--- config.mk ---
export PLATFORM = sky130hd
export DESIGN_NAME = wave_sweep_controller
export DESIGN_NICKNAME = d
export VERILOG_FILES = /design/src/rtl/wave_sweep_controller.sv
export SDC_FILE = /design/constraint.sdc
export NUM_CORES = 1
export LEC_CHECK = 0
export CAP_MARGIN = 20
export CORE_MARGIN = 4
export CORE_UTILIZATION = 52
export CTS_CLUSTER_DIAMETER = 120
export DETAILED_ROUTE_END_ITERATION = 10
export MAX_ROUTING_LAYER = met4
export PLACE_DENSITY = 0.85
export SLEW_MARGIN = 25
export SYNTH_ARGS = -nofsm -noshare
export SYNTH_HDL_FRONTEND = slang
export SYNTH_SLANG_ARGS = --single-unit
--- constraint.sdc ---
create_clock -name clk_i -period 3.8 [get_ports clk_i]
set_input_delay 0.38 -clock clk_i [delete_from_list [all_inputs] [get_ports clk_i]]
set_output_delay 0.38 -clock clk_i [all_outputs]
set_load 0.05 [all_outputs]
--- src/rtl/wave_sweep_controller.sv ---
// Steps wave_generator through a phase-increment sweep; optional SWEEP_STATUS_EN adds step_cnt_o.
// Strobes are one cycle each. Phase loads are spaced DWELL sample strobes + 2 cycles. Config writes are accepted only in IDLE.
module wave_sweep_controller #(
    parameter int DATA_W  = 8,
    parameter int DWELL_W = 8
) (
    input  logic              clk_i,
    input  logic              rst_i,
    input  logic              cfg_valid_i,
    output logic              cfg_ready_o,
    input  logic [2:0]        cfg_addr_i,
    input  logic [DATA_W-1:0] cfg_data_i,
    input  logic              start_i,
    input  logic              abort_i,
    input  logic              sample_strobe_i,
    output logic              enable_o,
    output logic [1:0]        waveform_o,
    output logic              set_amplitude_strobe_o,
    output logic              set_phase_strobe_o,
    output logic [DATA_W-1:0] data_o,
    output logic              busy_o,
    output logic              done_o
`ifdef SWEEP_STATUS_EN
    ,
    output logic [7:0]        step_cnt_o
`endif
);

    typedef enum logic [2:0] {
        S_IDLE,
        S_LOAD_AMP,
        S_LOAD_PHASE,
        S_DWELL,
        S_STEP,
        S_DONE
    } state_t;

    state_t              r_state;
    state_t              w_state_nxt;
    logic [DATA_W-1:0]   r_start;
    logic [DATA_W-1:0]   r_stop;
    logic [DATA_W-1:0]   r_step;
    logic [DWELL_W-1:0]  r_dwell;
    logic [DATA_W-1:0]   r_ampl;
    logic [3:0]          r_mode;
    logic [DATA_W-1:0]   r_cur;
    logic [DWELL_W-1:0]  r_cnt;
    logic [1:0]          r_waveform;
    logic [DATA_W:0]     w_sum;
    logic [DATA_W:0]     w_diff;
    logic [DATA_W:0]     w_nxt;
    logic                w_end;
    logic                w_go;

    // Extra top bit holds the carry (up) or borrow (down) that ends a sweep.
    assign w_sum  = {1'b0, r_cur} + {1'b0, r_step};
    assign w_diff = {1'b0, r_cur} - {1'b0, r_step};
    assign w_nxt  = r_mode[1] ? w_diff : w_sum;
    assign w_end  = w_nxt[DATA_W] ||
                    (r_mode[1] ? (w_nxt[DATA_W-1:0] < r_stop) : (w_nxt[DATA_W-1:0] > r_stop));
    assign w_go   = start_i && !abort_i && (r_step != '0);
    assign waveform_o = r_waveform;

    always_ff @(posedge clk_i or negedge rst_i) begin
        if (!rst_i) begin
            r_state <= S_IDLE;
        end else begin
            r_state <= w_state_nxt;
        end
    end

    always_comb begin
        w_state_nxt            = r_state;
        cfg_ready_o            = 1'b0;
        enable_o               = 1'b0;
        set_amplitude_strobe_o = 1'b0;
        set_phase_strobe_o     = 1'b0;
        data_o                 = '0;
        busy_o                 = 1'b1;
        done_o                 = 1'b0;
        case (r_state)
            S_IDLE: begin
                cfg_ready_o = 1'b1;
                busy_o      = 1'b0;
                if (w_go) w_state_nxt = S_LOAD_AMP;
            end
            S_LOAD_AMP: begin
                set_amplitude_strobe_o = 1'b1;
                data_o                 = r_ampl;
                w_state_nxt            = S_LOAD_PHASE;
            end
            S_LOAD_PHASE: begin
                set_phase_strobe_o = 1'b1;
                enable_o           = 1'b1;
                data_o             = r_cur;
                w_state_nxt        = S_DWELL;
            end
            S_DWELL: begin
                enable_o = 1'b1;
                if (sample_strobe_i && (r_cnt == DWELL_W'(1))) w_state_nxt = S_STEP;
            end
            S_STEP: begin
                enable_o    = 1'b1;
                w_state_nxt = (w_end && !r_mode[0]) ? S_DONE : S_LOAD_PHASE;
            end
            S_DONE: begin
                done_o      = 1'b1;
                w_state_nxt = S_IDLE;
            end
            default: w_state_nxt = S_IDLE;
        endcase
        if (abort_i) w_state_nxt = S_IDLE;
    end

    always_ff @(posedge clk_i or negedge rst_i) begin
        if (!rst_i) begin
            r_start    <= '0;
            r_stop     <= '1;
            r_step     <= DATA_W'(1);
            r_dwell    <= DWELL_W'(1);
            r_ampl     <= '1;
            r_mode     <= '0;
            r_cur      <= '0;
            r_cnt      <= '0;
            r_waveform <= '0;
        end else begin
            r_waveform <= r_mode[3:2];
            if (cfg_valid_i && (r_state == S_IDLE)) begin
                case (cfg_addr_i)
                    3'd0:    r_start <= cfg_data_i;
                    3'd1:    r_stop  <= cfg_data_i;
                    3'd2:    r_step  <= cfg_data_i;
                    3'd3:    r_dwell <= DWELL_W'(cfg_data_i);
                    3'd4:    r_ampl  <= cfg_data_i;
                    3'd5:    r_mode  <= cfg_data_i[3:0];
                    default: ;
                endcase
            end
            case (r_state)
                S_IDLE:       if (w_go) r_cur <= r_start;
                S_LOAD_PHASE: r_cnt <= (r_dwell == '0) ? DWELL_W'(1) : r_dwell;
                S_DWELL:      if (sample_strobe_i && (r_cnt != DWELL_W'(1))) r_cnt <= r_cnt - DWELL_W'(1);
                S_STEP:       r_cur <= w_end ? r_start : w_nxt[DATA_W-1:0];
                default:      ;
            endcase
        end
    end

`ifdef SWEEP_STATUS_EN
    logic [7:0] r_step_cnt;

    always_ff @(posedge clk_i or negedge rst_i) begin
        if (!rst_i) begin
            r_step_cnt <= '0;
        end else if ((r_state == S_IDLE) && w_go) begin
            r_step_cnt <= '0;
        end else if ((r_state == S_LOAD_PHASE) && (r_step_cnt != 8'hFF)) begin
            r_step_cnt <= r_step_cnt + 8'd1;
        end
    end

    assign step_cnt_o = r_step_cnt;
`endif

endmodule

==> results of run 1 <==
## critical path: stages, from the launching register on
cell and delay [ps]:
sky130_fd_sc_hd__dfstp_2 550, sky130_fd_sc_hd__inv_2 50, sky130_fd_sc_hd__ha_4 200, sky130_fd_sc_hd__mux2_4 300
sky130_fd_sc_hd__inv_4 60, sky130_fd_sc_hd__ha_4 190, sky130_fd_sc_hd__nor2b_4 120, sky130_fd_sc_hd__o21ai_2 180
sky130_fd_sc_hd__a21oi_2 100, sky130_fd_sc_hd__o41ai_2 270, sky130_fd_sc_hd__xnor2_1 140, sky130_fd_sc_hd__ha_1 320
sky130_fd_sc_hd__nand4_1 180, sky130_fd_sc_hd__o31a_1 330, sky130_fd_sc_hd__o31ai_4 80, sky130_fd_sc_hd__o211a_1 260
sky130_fd_sc_hd__buf_6 150, sky130_fd_sc_hd__a31oi_4 70, sky130_fd_sc_hd__a211o_1 270
## per-stage QoR
stage,setup TNS [ps],setup slack (ps),instance area (sq um)
after global placement,-235,-57.0,4350
after CTS,-64.7,-64.7,4690
after global routing,-2080,-253,4770
after floorplan,0,5.62,3830
final,-704,-134,4770
after detailed placement,-1700,-236,4350
## cells in the final DEF, fill, tap and decap left out, types with 16 or more instances in the layout
cell                              instances
sky130_fd_sc_hd__nand2_1                 23
sky130_fd_sc_hd__nor2_1                  26
sky130_fd_sc_hd__inv_1                   20
sky130_fd_sc_hd__clkdlybuf4s50_1         31
sky130_fd_sc_hd__mux2_2                  42
sky130_fd_sc_hd__dfrtp_1                 47
sky130_fd_sc_hd__dfstp_2                 18
sky130_fd_sc_hd__buf_4                   28
sky130_fd_sc_hd__a21oi_1                 16
## sequential cells by signal (all words and copies together), names as in the netlist
name,cells
r_state,3
waveform_o,2
r_dwell,8
r_cur,8
r_step,8
r_ampl,8
r_mode,4
r_stop,8
r_cnt,8
r_start,8
## cells by family (layout without fill, tap and decap cells)
group,after synthesis,in the layout,synth area share
mux,43,43,0.127
buf+inv,35,98,0.0436
fa+ha+maj,20,20,0.0675
xor+xnor,12,12,0.0275
flops,65,65,0.432
compound gates,82,82,0.152
simple gates,101,101,0.150
## final timing paths
kind                                        from                       to  depth (start not counted)
setup / recovery           r_step[0]$_DFFE_PN1P_     r_cur[7]$_DFFE_PN0P_                         18
hold / removal                             rst_i     r_cnt[5]$_DFFE_PN0P_                          1
setup reg to reg           r_step[0]$_DFFE_PN1P_     r_cur[7]$_DFFE_PN0P_                         18
hold reg to reg            r_mode[2]$_DFFE_PN0P_  waveform_o[0]$_DFF_PN0_                          0
max in group asynchronous                  rst_i   r_dwell[0]$_DFFE_PN1P_                          2
min in group clk_i         r_mode[2]$_DFFE_PN0P_  waveform_o[0]$_DFF_PN0_                          0
## what timing repair did
| item | 4_1_cts | 5_1_grt |
|---|---|---|
| buffers inserted | 4 | 2 |
| endpoints found under the setup margin | 11 | 11 |
| pin swaps | 16 | 11 |
| gates resized for setup | 16 | 14 |
## cell type report
cell class | count | area (sq um) | share of cell area
timing repair buffer | 60 | 532 | 0.112
tap | 96 | 120 | 0.0252
clock inverter | 4 | 50.0 | 0.0105
inverter | 22 | 85.1 | 0.0179
multi-input combinational | 258 | 2160 | 0.454
clock buffer | 12 | 165 | 0.0347
sequential | 65 | 1650 | 0.346
## per-layer routing
layer	vias to the layer above	track usage	part of all wire
li1	1433	-	-
met1	1602	0.318	0.41
met2	153	0.414	0.50
met3	40	0.0393	0.058
met4	0	0.118	0.034
met5	-	-	0
==> reports/metrics.json, run 1 <==
{
  "num_vias": {"value": 3228},
  "max_cap_violations": {"value": 0},
  "nets_in_the_synthesized_netlist": {"value": 395},
  "grt_overflow_total": {"value": 0},
  "setup.worst_path.end_class": {"value": "register"},
  "post_synth_inst_count": {"value": 358},
  "antennaDiodeCount": {"value": 0},
  "worst_case_clock_skew": {"value": 11.6, "unit": "ps"},
  "timing_max_transition_violations_final": {"value": 0},
  "crit_path_start_kind": {"value": "register"},
  "synth_area_leader_cell": {"value": "sky130_fd_sc_hd__dfrtp_1"},
  "crit_arrival": {"value": 4170, "unit": "ps"},
  "path_class": {"value": "reg2reg"},
  "fin_ws": {"value": -134, "unit": "ps"},
  "worst_setup_hold_path_clk_slew": {"value": 80, "unit": "ps"},
  "finish.net_count": {"value": 453},
  "syn_area_per_cell": {"value": 10.7, "unit": "sq um"},
  "min_path_type": {"value": "in2async"},
  "vias_per_cell": {"value": 6.24},
  "holdWs": {"value": 8.43, "unit": "ps"},
  "synth_flop_cell": {"value": "sky130_fd_sc_hd__dfrtp_1"},
  "worst_ep_required_time": {"value": 4040, "unit": "ps"},
  "die_width": {"value": 93.7, "unit": "um"},
  "dpl.cell_count": {"value": 495},
  "cts_buffers": {"value": 9},
  "cts_tree": {"value": "built"},
  "count_of_buffers_from_port_buffering": {"value": 32},
  "crit_fanout": {"value": 6},
  "fin_cells": {"value": 517},
  "rsz0062_at_grt": {"value": "yes"},
  "final_core_utilization": {"value": 0.686},
  "clock_tree.root_cell": {"value": "sky130_fd_sc_hd__clkbuf_8"},
  "grt_max_degree": {"value": 43},
  "number_of_warnings_printed_during_yosys_synthesis": {"value": 0},
  "insertion_delay": {"value": 350, "unit": "ps"},
  "synthArstFlopShare": {"value": 1.00},
  "status": {"value": "complete, but fails checks"},
  "synth.top_cell.area_share": {"value": 0.308},
  "gp_routability_congestion": {"value": 0.937},
  "post-route-period-util": {"value": 1.04},
  "die_ar": {"value": 8780, "unit": "sq um"},
  "rows": {"value": 30},
  "wl_per_cell": {"value": 20.5, "unit": "um"},
  "reg2reg_slack": {"value": -130, "unit": "ps"},
  "floorplan.die.height": {"value": 93.7, "unit": "um"},
  "synth_cell_types": {"value": 62},
  "ctsLongestPathBuffers": {"value": 2},
  "fmaxAchievable": {"value": 0.254, "unit": "GHz"},
  "synth_common_cells": {"value": "sky130_fd_sc_hd__dfrtp_1 (47), sky130_fd_sc_hd__mux2_2 (43), sky130_fd_sc_hd__nor2_1 (26)"},
  "design.portCount": {"value": 33},
  "routed_wire_length": {"value": 10.6, "unit": "mm"},
  "1st_iter_drt_viols": {"value": 211},
  "filler_cells": {"value": 483},
  "postRouteAntennaNets": {"value": 0},
  "netlist_area": {"value": 3820, "unit": "sq um"},
  "first_pass_grt_wire_length": {"value": 16.6, "unit": "mm"},
  "start_util": {"value": 0.550},
  "total_count_of_hold_check_failures_in_the_final_report": {"value": 0},
  "finalWorstPathRequiredPeriod": {"value": 3930, "unit": "ps"},
  "yosys.cell_count.top_type": {"value": "sky130_fd_sc_hd__dfrtp_1"},
  "post_cts_hold_buffer_count": {"value": 0},
  "failed_checks": {"value": "setup timing"},
  "grt_antenna_before_repair": {"value": 0},
  "synth_seq_cells": {"value": 65},
  "remaining_drc_errors": {"value": 0},
  "report.final.setup_viol": {"value": 10},
  "synth_sequential_area_ratio": {"value": 0.432},
  "netlist_top_cells_area": {"value": "sky130_fd_sc_hd__dfrtp_1 (31%), sky130_fd_sc_hd__mux2_2 (13%), sky130_fd_sc_hd__dfstp_2 (12%)"},
  "fp.coreArea": {"value": 6940, "unit": "sq um"},
  "worstMarginPinSlew": {"value": 680, "unit": "ps"},
  "drive_above_1_share": {"value": 0.352},
  "drt-pass1-iter-count": {"value": 5},
  "dpl.hpwl": {"value": 7.22, "unit": "mm"},
  "synth_enable_flop_cells": {"value": 0},
  "track_usage": {"value": 0.256},
  "first_global_vias": {"value": 3106},
  "syn_to_final_growth": {"value": 24.8, "unit": "%"},
  "timing.slew.headroom": {"value": 0.542},
  "h-tree-depth": {"value": 3},
  "clock_sinks": {"value": 65}
}
Power of run 1 is left out: the tool's default activity adds up to more than one toggle a clock period on the data nets, which glitch-free logic cannot reach.
==> run 2: changes to the inputs <==
--- a/config.mk
+++ b/config.mk
@@ -12,7 +12,6 @@
 export DETAILED_ROUTE_END_ITERATION = 10
 export MAX_ROUTING_LAYER = met4
 export PLACE_DENSITY = 0.85
-export SLEW_MARGIN = 25
 export SYNTH_ARGS = -nofsm -noshare
 export SYNTH_HDL_FRONTEND = slang
 export SYNTH_SLANG_ARGS = --single-unit
==> reports/metrics.json, run 2 (synthesis gave the netlist of run 1 again) <==
{
  "status": {"value": "complete, but fails checks"},
  "failed_checks": {"value": "setup timing"},
  "design.portCount": {"value": 33},
  "slowest_stage": {"value": "sky130_fd_sc_hd__dfstp_2"},
  "most-common-layout-cells": {"value": "sky130_fd_sc_hd__dfrtp_1 (47), sky130_fd_sc_hd__mux2_2 (42), sky130_fd_sc_hd__clkdlybuf4s50_1 (31)"},
  "bufs_and_invs_on_worst_path": {"value": 3},
  "worst_setup_hold_path_clk_slew": {"value": 80, "unit": "ps"},
  "track_usage": {"value": 0.256},
  "fmaxAchievable": {"value": 0.254, "unit": "GHz"},
  "1st_iter_drt_viols": {"value": 211},
  "finish.net_count": {"value": 453},
  "crit_arrival": {"value": 4170, "unit": "ps"},
  "fp.coreArea": {"value": 6940, "unit": "sq um"},
  "cpLargestDelayFamily": {"value": "compound AO/OA/AOI/OAI gates"},
  "floorplan.die.height": {"value": 93.7, "unit": "um"},
  "grt_overflow_total": {"value": 0},
  "max_cap_violations": {"value": 0},
  "wl_per_cell": {"value": 20.6, "unit": "um"},
  "start_util": {"value": 0.550},
  "rows": {"value": 30},
  "die_width": {"value": 93.7, "unit": "um"},
  "multiInputGateArea": {"value": 2160, "unit": "sq um"},
  "commonest_non_fill_non_tap_cell_in_the_layout": {"value": "sky130_fd_sc_hd__dfrtp_1"},
  "crit_path_start_kind": {"value": "register"},
  "reg2reg_slack": {"value": -130, "unit": "ps"},
  "first_global_vias": {"value": 3106},
  "worst_r2r_startpoint": {"value": "r_step[0]$_DFFE_PN1P_"},
  "antennaDiodeCount": {"value": 0},
  "remaining_drc_errors": {"value": 0},
  "postRouteAntennaNets": {"value": 0},
  "count_of_buffers_from_port_buffering": {"value": 32},
  "timing.critical_path.from": {"value": "r_step[0]$_DFFE_PN1P_"},
  "timing.slew.headroom": {"value": 0.375},
  "fin_ws": {"value": -134, "unit": "ps"},
  "die_ar": {"value": 8780, "unit": "sq um"},
  "timing_max_transition_violations_final": {"value": 0},
  "setup.worst_path.end_class": {"value": "register"},
  "filler_cells": {"value": 484},
  "dpl.hpwl": {"value": 7.22, "unit": "mm"},
  "vias_per_cell": {"value": 6.22},
  "grt_max_degree": {"value": 43},
  "post-route-period-util": {"value": 1.04},
  "ctsLongestPathBuffers": {"value": 2},
  "h-tree-depth": {"value": 3},
  "path_class": {"value": "reg2reg"},
  "cts_tree": {"value": "built"},
  "syn_to_final_growth": {"value": 24.8, "unit": "%"},
  "grt_antenna_before_repair": {"value": 0},
  "routed_wire_length": {"value": 10.6, "unit": "mm"},
  "num_vias": {"value": 3214},
  "insertion_delay": {"value": 350, "unit": "ps"},
  "worst_r2r_path_depth": {"value": 18},
  "worst_ep_required_time": {"value": 4040, "unit": "ps"},
  "drt-pass1-iter-count": {"value": 5},
  "timing.critical_path.cells": {"value": "inv_2, ha_4, mux2_4, inv_4, ha_4, nor2b_4, o21ai_2, a21oi_2, o41ai_2, xnor2_1, ha_1, nand4_1, o31a_1, o31ai_4, o211a_1, buf_6, a31oi_4, a211o_1"},
  "dpl_worst_slack": {"value": -236, "unit": "ps"},
  "drive_above_1_share": {"value": 0.352},
  "gp_routability_congestion": {"value": 0.937},
  "worstMarginPinSlew": {"value": 938, "unit": "ps"},
  "crit_fanout": {"value": 6},
  "finalWorstPathRequiredPeriod": {"value": 3930, "unit": "ps"},
  "report.final.setup_viol": {"value": 10},
  "sequential_cell_area": {"value": 1650, "unit": "sq um"},
  "crit_path_max_incr_delay": {"value": 550, "unit": "ps"},
  "rsz0062_at_grt": {"value": "yes"},
  "post_cts_hold_buffer_count": {"value": 0},
  "first_pass_grt_wire_length": {"value": 16.6, "unit": "mm"},
  "rr_endpoint": {"value": "r_cur[7]$_DFFE_PN0P_"},
  "clock_sinks": {"value": 65},
  "total_count_of_hold_check_failures_in_the_final_report": {"value": 0},
  "cts_buffers": {"value": 9},
  "cpMostUsedCell": {"value": "sky130_fd_sc_hd__ha_4"},
  "min_path_type": {"value": "in2async"},
  "worst_case_clock_skew": {"value": 10.8, "unit": "ps"},
  "clock_tree.root_cell": {"value": "sky130_fd_sc_hd__clkbuf_8"}
}
==> run 2: cell types whose count changed in the layout (fill, tap and decap cells not counted) <==
cell,change
sky130_fd_sc_hd__buf_2,+1
sky130_fd_sc_hd__buf_4,-1
==> run 2: metal layers <==
layer / vias to the layer above / wire, um / track usage / share of wire
met5: - / 0 / - / 0
met4: 0 / 352 / 0.118 / 0.033
met3: 38 / 613 / 0.0393 / 0.058
met2: 151 / 5380 / 0.414 / 0.51
met1: 1592 / 4290 / 0.318 / 0.40
li1: 1433 / - / - / -
==> run 2: worst max-delay path by stage <==
stage | to | slack, ps | cells past startpoint
after floorplan | r_cur[0]$_DFFE_PN0P_ | 6 | 18
after global placement | r_cur[7]$_DFFE_PN0P_ | -60 | 18
after detailed placement | r_cur[7]$_DFFE_PN0P_ | -240 | 18
after CTS | r_cur[7]$_DFFE_PN0P_ | -60 | 18
after global routing | r_cur[7]$_DFFE_PN0P_ | -250 | 18
final | r_cur[7]$_DFFE_PN0P_ | -130 | 18
==> run 2: what timing repair did <==
action	4_1_cts	5_1_grt
endpoints found under the hold margin	0	0
gates resized for setup	16	14
pin swaps	16	11
setup endpoints to repair	11	11
buffers inserted	4	2
==> run 2: area by class of cell <==
| class | instances | area share |
|---|---|---|
| flip-flops and latches | 65 | 0.346 |
| inverters | 22 | 0.0179 |
| multi-input cells | 258 | 0.454 |
| clock inverters | 4 | 0.0105 |
| clock buffers | 12 | 0.0347 |
| repair buffers | 60 | 0.111 |
| well taps | 96 | 0.0252 |
==> run 2: stage by stage <==
stage               instance area (sq um)  std cells   util  hold slack (ps)  TNS, ps
floorplan                            3830        358      -             84.4        0
global placement                     4350        495  0.626              358     -235
detailed placement                   4350        495  0.626              364    -1700
CTS                                  4690        515  0.675              196    -64.7
global route                         4760        517  0.686              239    -2080
finish                               4760        517  0.686              168     -711
Power of run 2 is left out for the same reason.
